## src/rtl/ram_responder_if.sv

```systemverilog
// Memory handshake bundle between the control unit (master) and the RAM responder (slave).
// Carries the MOV/MOC handshake, the access attributes, and both data paths.
interface ram_responder_if #(
    parameter int ADDR_W = 8
);
    logic              MOV;
    logic              RW;
    logic              typeData;
    logic [ADDR_W-1:0] Address;
    logic [31:0]       DataIn;
    logic [31:0]       DataOut;
    logic              MOC;

    modport master (
        output MOV, RW, typeData, Address, DataIn,
        input  DataOut, MOC
    );

    modport slave (
        input  MOV, RW, typeData, Address, DataIn,
        output DataOut, MOC
    );
endinterface

```

## src/rtl/ram_responder.sv

```systemverilog
// Memory-side responder: accepts a MOV request, waits WAIT_STATES cycles, then performs a
// big-endian byte/word access on an internal RAM and holds MOC until MOV drops.
module ram_responder #(
    parameter int ADDR_W      = 8,
    parameter int WAIT_STATES = 2
) (
    input  logic             CLK,
    input  logic             CLR,
    ram_responder_if.slave   bus
);
    localparam int         DEPTH     = 1 << ADDR_W;
    localparam logic [3:0] WAIT_INIT = 4'(WAIT_STATES);

    typedef enum logic [1:0] {IDLE, BUSY, DONE} state_t;

    state_t            state_q, state_d;
    logic [3:0]        cnt_q, cnt_d;
    logic              rw_q, rw_d;
    logic              word_q, word_d;
    logic [ADDR_W-1:0] addr_q, addr_d;
    logic [31:0]       wdata_q, wdata_d;
    logic [31:0]       dout_q, dout_d;
    logic              moc_q, moc_d;
    logic              memWe;

    logic [7:0]        mem [DEPTH];

    // Word lanes come from the aligned base, so a word never wraps past the top of memory.
    logic [ADDR_W-1:0] base, addr1, addr2, addr3;
    logic [31:0]       rdData;

    always_comb begin
        base   = {addr_q[ADDR_W-1:2], 2'd0};
        addr1  = {addr_q[ADDR_W-1:2], 2'd1};
        addr2  = {addr_q[ADDR_W-1:2], 2'd2};
        addr3  = {addr_q[ADDR_W-1:2], 2'd3};
        rdData = word_q ? {mem[base], mem[addr1], mem[addr2], mem[addr3]}
                        : {24'h0, mem[addr_q]};
    end

    always_comb begin
        state_d = state_q;
        cnt_d   = cnt_q;
        rw_d    = rw_q;
        word_d  = word_q;
        addr_d  = addr_q;
        wdata_d = wdata_q;
        dout_d  = dout_q;
        moc_d   = moc_q;
        memWe   = 1'b0;
        case (state_q)
            IDLE: begin
                if (bus.MOV) begin
                    rw_d    = bus.RW;
                    word_d  = bus.typeData;
                    addr_d  = bus.Address;
                    wdata_d = bus.DataIn;
                    cnt_d   = WAIT_INIT;
                    state_d = BUSY;
                end
            end
            BUSY: begin
                if (cnt_q != 4'd0) begin
                    cnt_d = cnt_q - 4'd1;
                end else begin
                    memWe   = ~rw_q;
                    if (rw_q) dout_d = rdData;
                    moc_d   = 1'b1;
                    state_d = DONE;
                end
            end
            DONE: begin
                if (!bus.MOV) begin
                    moc_d   = 1'b0;
                    state_d = IDLE;
                end
            end
            default: state_d = IDLE;
        endcase
    end

    always_ff @(posedge CLK or negedge CLR) begin
        if (!CLR) begin
            state_q <= IDLE;
            cnt_q   <= 4'd0;
            rw_q    <= 1'b0;
            word_q  <= 1'b0;
            addr_q  <= '0;
            wdata_q <= 32'h0;
            dout_q  <= 32'h0;
            moc_q   <= 1'b0;
        end else begin
            state_q <= state_d;
            cnt_q   <= cnt_d;
            rw_q    <= rw_d;
            word_q  <= word_d;
            addr_q  <= addr_d;
            wdata_q <= wdata_d;
            dout_q  <= dout_d;
            moc_q   <= moc_d;
        end
    end

    // Storage is not reset; memWe is low while CLR holds the FSM in IDLE, so aborted writes never land.
    always_ff @(posedge CLK) begin
        if (memWe) begin
            if (word_q) begin
                mem[base]  <= wdata_q[31:24];
                mem[addr1] <= wdata_q[23:16];
                mem[addr2] <= wdata_q[15:8];
                mem[addr3] <= wdata_q[7:0];
            end else begin
                mem[addr_q] <= wdata_q[7:0];
            end
        end
    end

    assign bus.DataOut = dout_q;
    assign bus.MOC     = moc_q;
endmodule

```

## src/flat_wrapper.sv

```systemverilog
// flat-port wrapper written by rule: the top's interface ports become plain ports
module ram_responder_flat 
#(
    parameter int ADDR_W      = 8,
    parameter int WAIT_STATES = 2
)
  (CLK, CLR, bus_MOV, bus_RW, bus_typeData, bus_Address, bus_DataIn, bus_DataOut, bus_MOC);
  ram_responder_if #(.ADDR_W(ADDR_W)) bus_i ();
  input  logic CLK;
  input  logic CLR;
  input wire logic [$bits(bus_i.MOV)-1:0] bus_MOV;
  input wire logic [$bits(bus_i.RW)-1:0] bus_RW;
  input wire logic [$bits(bus_i.typeData)-1:0] bus_typeData;
  input wire logic [$bits(bus_i.Address)-1:0] bus_Address;
  input wire logic [$bits(bus_i.DataIn)-1:0] bus_DataIn;
  output wire logic [$bits(bus_i.DataOut)-1:0] bus_DataOut;
  output wire logic [$bits(bus_i.MOC)-1:0] bus_MOC;
  assign bus_i.MOV = bus_MOV;
  assign bus_i.RW = bus_RW;
  assign bus_i.typeData = bus_typeData;
  assign bus_i.Address = bus_Address;
  assign bus_i.DataIn = bus_DataIn;
  assign bus_DataOut = bus_i.DataOut;
  assign bus_MOC = bus_i.MOC;
  ram_responder #(.ADDR_W(ADDR_W), .WAIT_STATES(WAIT_STATES)) u_core (.CLK(CLK), .CLR(CLR), .bus(bus_i));
endmodule
```

## config.mk

```make
export PLATFORM = sky130hd
export DESIGN_NAME = ram_responder_flat
export DESIGN_NICKNAME = d
export VERILOG_FILES = /design/src/rtl/ram_responder_if.sv /design/src/rtl/ram_responder.sv /design/src/flat_wrapper.sv
export SDC_FILE = /design/constraint.sdc
export NUM_CORES = 2
export LEC_CHECK = 0
export BUFFER_PORTS_ARGS = -buffer_cell sky130_fd_sc_hd__buf_2
export CAP_MARGIN = 20
export CORE_MARGIN = 4
export CORE_UTILIZATION = 40
export CTS_CLUSTER_DIAMETER = 150
export DETAILED_ROUTE_END_ITERATION = 7
export PLACE_DENSITY = 0.68
export SLEW_MARGIN = 25
export SYNTH_ARGS = -nofsm -noshare
export SYNTH_HDL_FRONTEND = slang
export SYNTH_SLANG_ARGS = --single-unit
```

## constraint.sdc

```tcl
create_clock -name CLK -period 2.9 [get_ports CLK]
set_clock_uncertainty 0.15 [all_clocks]
set_input_delay 0.435 -clock CLK [delete_from_list [all_inputs] [get_ports CLK]]
set_output_delay 0.435 -clock CLK [all_outputs]
set_load 0.05 [all_outputs]
```

==> flow_summary.json <==
{
  "outcome": "finished, violations left",
  "violations": "setup timing",
  "ys_seq_area_frac": 0.5602,
  "worst-setup-path-type": "reg2reg",
  "root_buffer": "clkbuf_16",
  "wl_met1_um": 187900,
  "coreArea_um2": 282300,
  "power.density_nw_per_um2": 1069,
  "stdcell_count": 12485,
  "setup_violations": 3443,
  "final_common_cell": "edfxtp_1",
  "routedWlPerCell_um": 42.25,
  "grt_max_degree": 88,
  "grt_pass1_vias": 80438,
  "ys_async_sr_fraction": 0.03805,
  "dr.pass1.iters": 6,
  "worst_slew_pin_slew_ps": 1157,
  "nets": 8572,
  "synth-seq-cells": 2129,
  "peakVddDrop_mv": 1.019,
  "cp_slowest_cell": "mux4_2",
  "p_leak_nw": 51.61,
  "netlist_instances": 6976,
  "cts_tree": "done",
  "place.detailed.hpwl_um": 381600,
  "fp.dieW_um": 540.4,
  "crit_family": "buffers and inverters",
  "crit_path_end_kind": "flop",
  "htreeDepth": 4,
  "synth.distinct_cells": 82,
  "final_hold_viol_count": 0,
  "fmax_mhz": 284.4,
  "insertion_delay_ps": 960,
  "r2r-start": "u_core.addr_q[2]$_DFFE_PN0P_",
  "synth_edf_count": 2048,
  "num_vias": 83411,
  "layout_common_cells": "2048 x edfxtp_1, 1530 x mux2_2, 1254 x buf_4",
  "drive_gt1_frac": 0.5945,
  "yosysWarnings": 0,
  "globalRouteOverflowTotal": 0,
  "grt_pass1_wl_um": 702200,
  "dieArea_um2": 292100,
  "gp_congestion": 1.080,
  "wl_um": 527400,
  "antenna_found_initial": 46,
  "syn_to_final_growth_pct": 30.00,
  "cts_buffers": 236,
  "worst_path_largest_cell_delay_ps": 610,
  "avgSynthCellArea_um2": 16.26,
  "worstPathRequired_ps": 3550,
  "critical_path.max_fanout": 8,
  "finalCritPeriodShare": 1.212,
  "drtAntennaViolNets": 0,
  "initial_core_util": 0.4017,
  "worstHoldPathType": "in2reg",
  "cp_common_cell": "buf_4",
  "syn_nets": 7022,
  "wl_met3_um": 66090,
  "vias_per_cell": 6.681,
  "path_cells": "buf_4, buf_12, buf_12, buf_16, buf_4, mux4_2, mux2_2, nand3_1, a31oi_1, o41ai_2, buf_4, o311a_1, nor3_1",
  "clockBufferDepth": 4,
  "io_pins": 78,
  "holdWs_ps": 118.7,
  "die_h_um": 540.4,
  "route.detailed.drc": 0,
  "rsz0062_at_grt": "true",
  "synthFlopType": "edfxtp_1",
  "path_buf_inv": 6,
  "hold_start": "bus_DataIn[21]",
  "rows": 195,
  "setup_ws_ps": -616.0,
  "synthesis.area_um2": 113400,
  "finalCriticalPeriod_ps": 3516,
  "critPathLaunch": "u_core.addr_q[2]$_DFFE_PN0P_",
  "crit_path_start_kind": "flop",
  "place_ws_ps": -1204,
  "routed.top_layer": "met5",
  "maxCapViolations": 0,
  "dp.cells": 11744,
  "cts.clk_slew.worst_paths_ps": 60,
  "maxSlewHeadroom": 0.2286,
  "crit_arrival_ps": 4170,
  "grt_usage": 0.3489,
  "drt_iter0_drc": 13941,
  "portBuffers": 77,
  "cts.sinks": 2129,
  "route.met2.wl_um": 229500,
  "drv_slew": 0
}
## synth_stat cells, types with 40 or more instances
| library cell | number | share of area |
|---|---|---|
| buf_4 | 83 | 0.0055 |
| clkbuf_1 | 456 | 0.015 |
| a22oi_1 | 107 | 0.0071 |
| a22o_1 | 54 | 0.0042 |
| buf_2 | 148 | 0.0065 |
| nand3_1 | 40 | 0.0018 |
| mux2_1 | 59 | 0.0059 |
| o21ai_0 | 253 | 0.011 |
| mux2_2 | 1538 | 0.15 |
| nor2_1 | 146 | 0.0048 |
| mux2i_1 | 209 | 0.018 |
| nand2_2 | 62 | 0.0034 |
| buf_1 | 42 | 0.0014 |
| nand2_1 | 339 | 0.011 |
| dfrtp_1 | 81 | 0.018 |
| a21oi_1 | 70 | 0.0031 |
| edfxtp_1 | 2048 | 0.54 |
| mux4_2 | 797 | 0.16 |
## path summary, 6_finish.rpt
path / end / slack (ps) / cells past startpoint
worst min register to register: u_core.bus.MOC$_DFFE_PN0P_ / 370 / 2
min in group asynchronous: u_core.wdata_q[0]$_DFFE_PN0P_ / 390 / 4
worst max register to register: u_core.bus.DataOut[5]$_DFFE_PN0P_ / -620 / 13
worst max-delay path: u_core.bus.DataOut[5]$_DFFE_PN0P_ / -620 / 13
max in group asynchronous: u_core.bus.DataOut[12]$_DFFE_PN0P_ / 1750 / 4
worst min-delay path: u_core.wdata_q[21]$_DFFE_PN0P_ / 120 / 3
## per-layer routing
layer,GRT usage,vias up
met5,0.001151,-
met4,0.2231,26
met3,0.09403,1362
met2,0.5190,6590
met1,0.4524,43769
li1,-,31664
## flip-flops by register name (all words and copies together), names as in the netlist
name,flops
u_core.addr_q,8
u_core.wdata_q,32
u_core.cnt_q,4
u_core.word_q,1
u_core.mem,2048
u_core.bus.MOC,1
u_core.rw_q,1
u_core.bus.DataOut,32
u_core.state_q,2
## through the flow
| step | setup TNS [ps] | cell area (um2) | power [mW] | utilization |
|---|---|---|---|---|
| 3_3_place_gp | -804340 | 132000 | 117.8 | 0.4677 |
| 4_1_cts | -255730 | 144400 | 152.0 | 0.5114 |
| 3_5_place_dp | -1051610 | 132100 | 118.9 | 0.4679 |
| 6_report | -450800 | 147400 | 157.7 | 0.5222 |
| 2_1_floorplan | -99680 | 113800 | 79.11 | - |
| 5_1_grt | -582020 | 147400 | 159.5 | 0.5221 |
## logic make-up (layout without fill, tap and decap cells)
logic type / after synthesis / count (layout) / synth area share
fa+ha+maj: 1 / 1 / 0.0001103
other cells: 0 / 22 / 0
flops: 2129 / 2129 / 0.5602
buf+inv: 760 / 2494 / 0.03067
compound gates: 739 / 739 / 0.04327
simple gates: 742 / 752 / 0.03025
mux: 2603 / 2603 / 0.3353
xor+xnor: 2 / 2 / 0.0001545
## report_power, final
group          leakage, nW  internal, mW  total (mW)  switching, mW
Combinational         28.6          35.6        84.0           48.4
Clock                 3.67          16.9        30.4           13.5
Sequential            19.4          38.7        43.2           4.51
## timing repair
action / CTS / global route
pin swaps: 44 / 79
hold buffers: 65 / 0
resized for setup: 628 / 402
endpoints found under the hold margin: 127 / 0
setup endpoints to repair: 3612 / 3611
buffers inserted: 69 / 113
gates cloned: 34 / 21
## worst reg2reg max path, cell delays in order (launching register included)
cell     delay, ps
dfrtp_4        420
buf_4          130
buf_12         170
buf_12         180
buf_16         180
buf_4          150
mux4_2         610
mux2_2         320
nand3_1         80
a31oi_1         90
o41ai_2        480
buf_4          190
o311a_1        170
nor3_1          50
## area by class of cell
class,count,area [um2]
Clock inverter,147,1491
Fill cell,22712,134900
Multi-Input combinational cell,4097,49920
Antenna cell,22,55.05
Clock buffer,285,6090
Timing Repair Buffer,2049,21500
Sequential cell,2129,63610
Inverter,13,70.07
Tap cell,3743,4683
No activity file was read; power rests on OpenSTA's default activity.
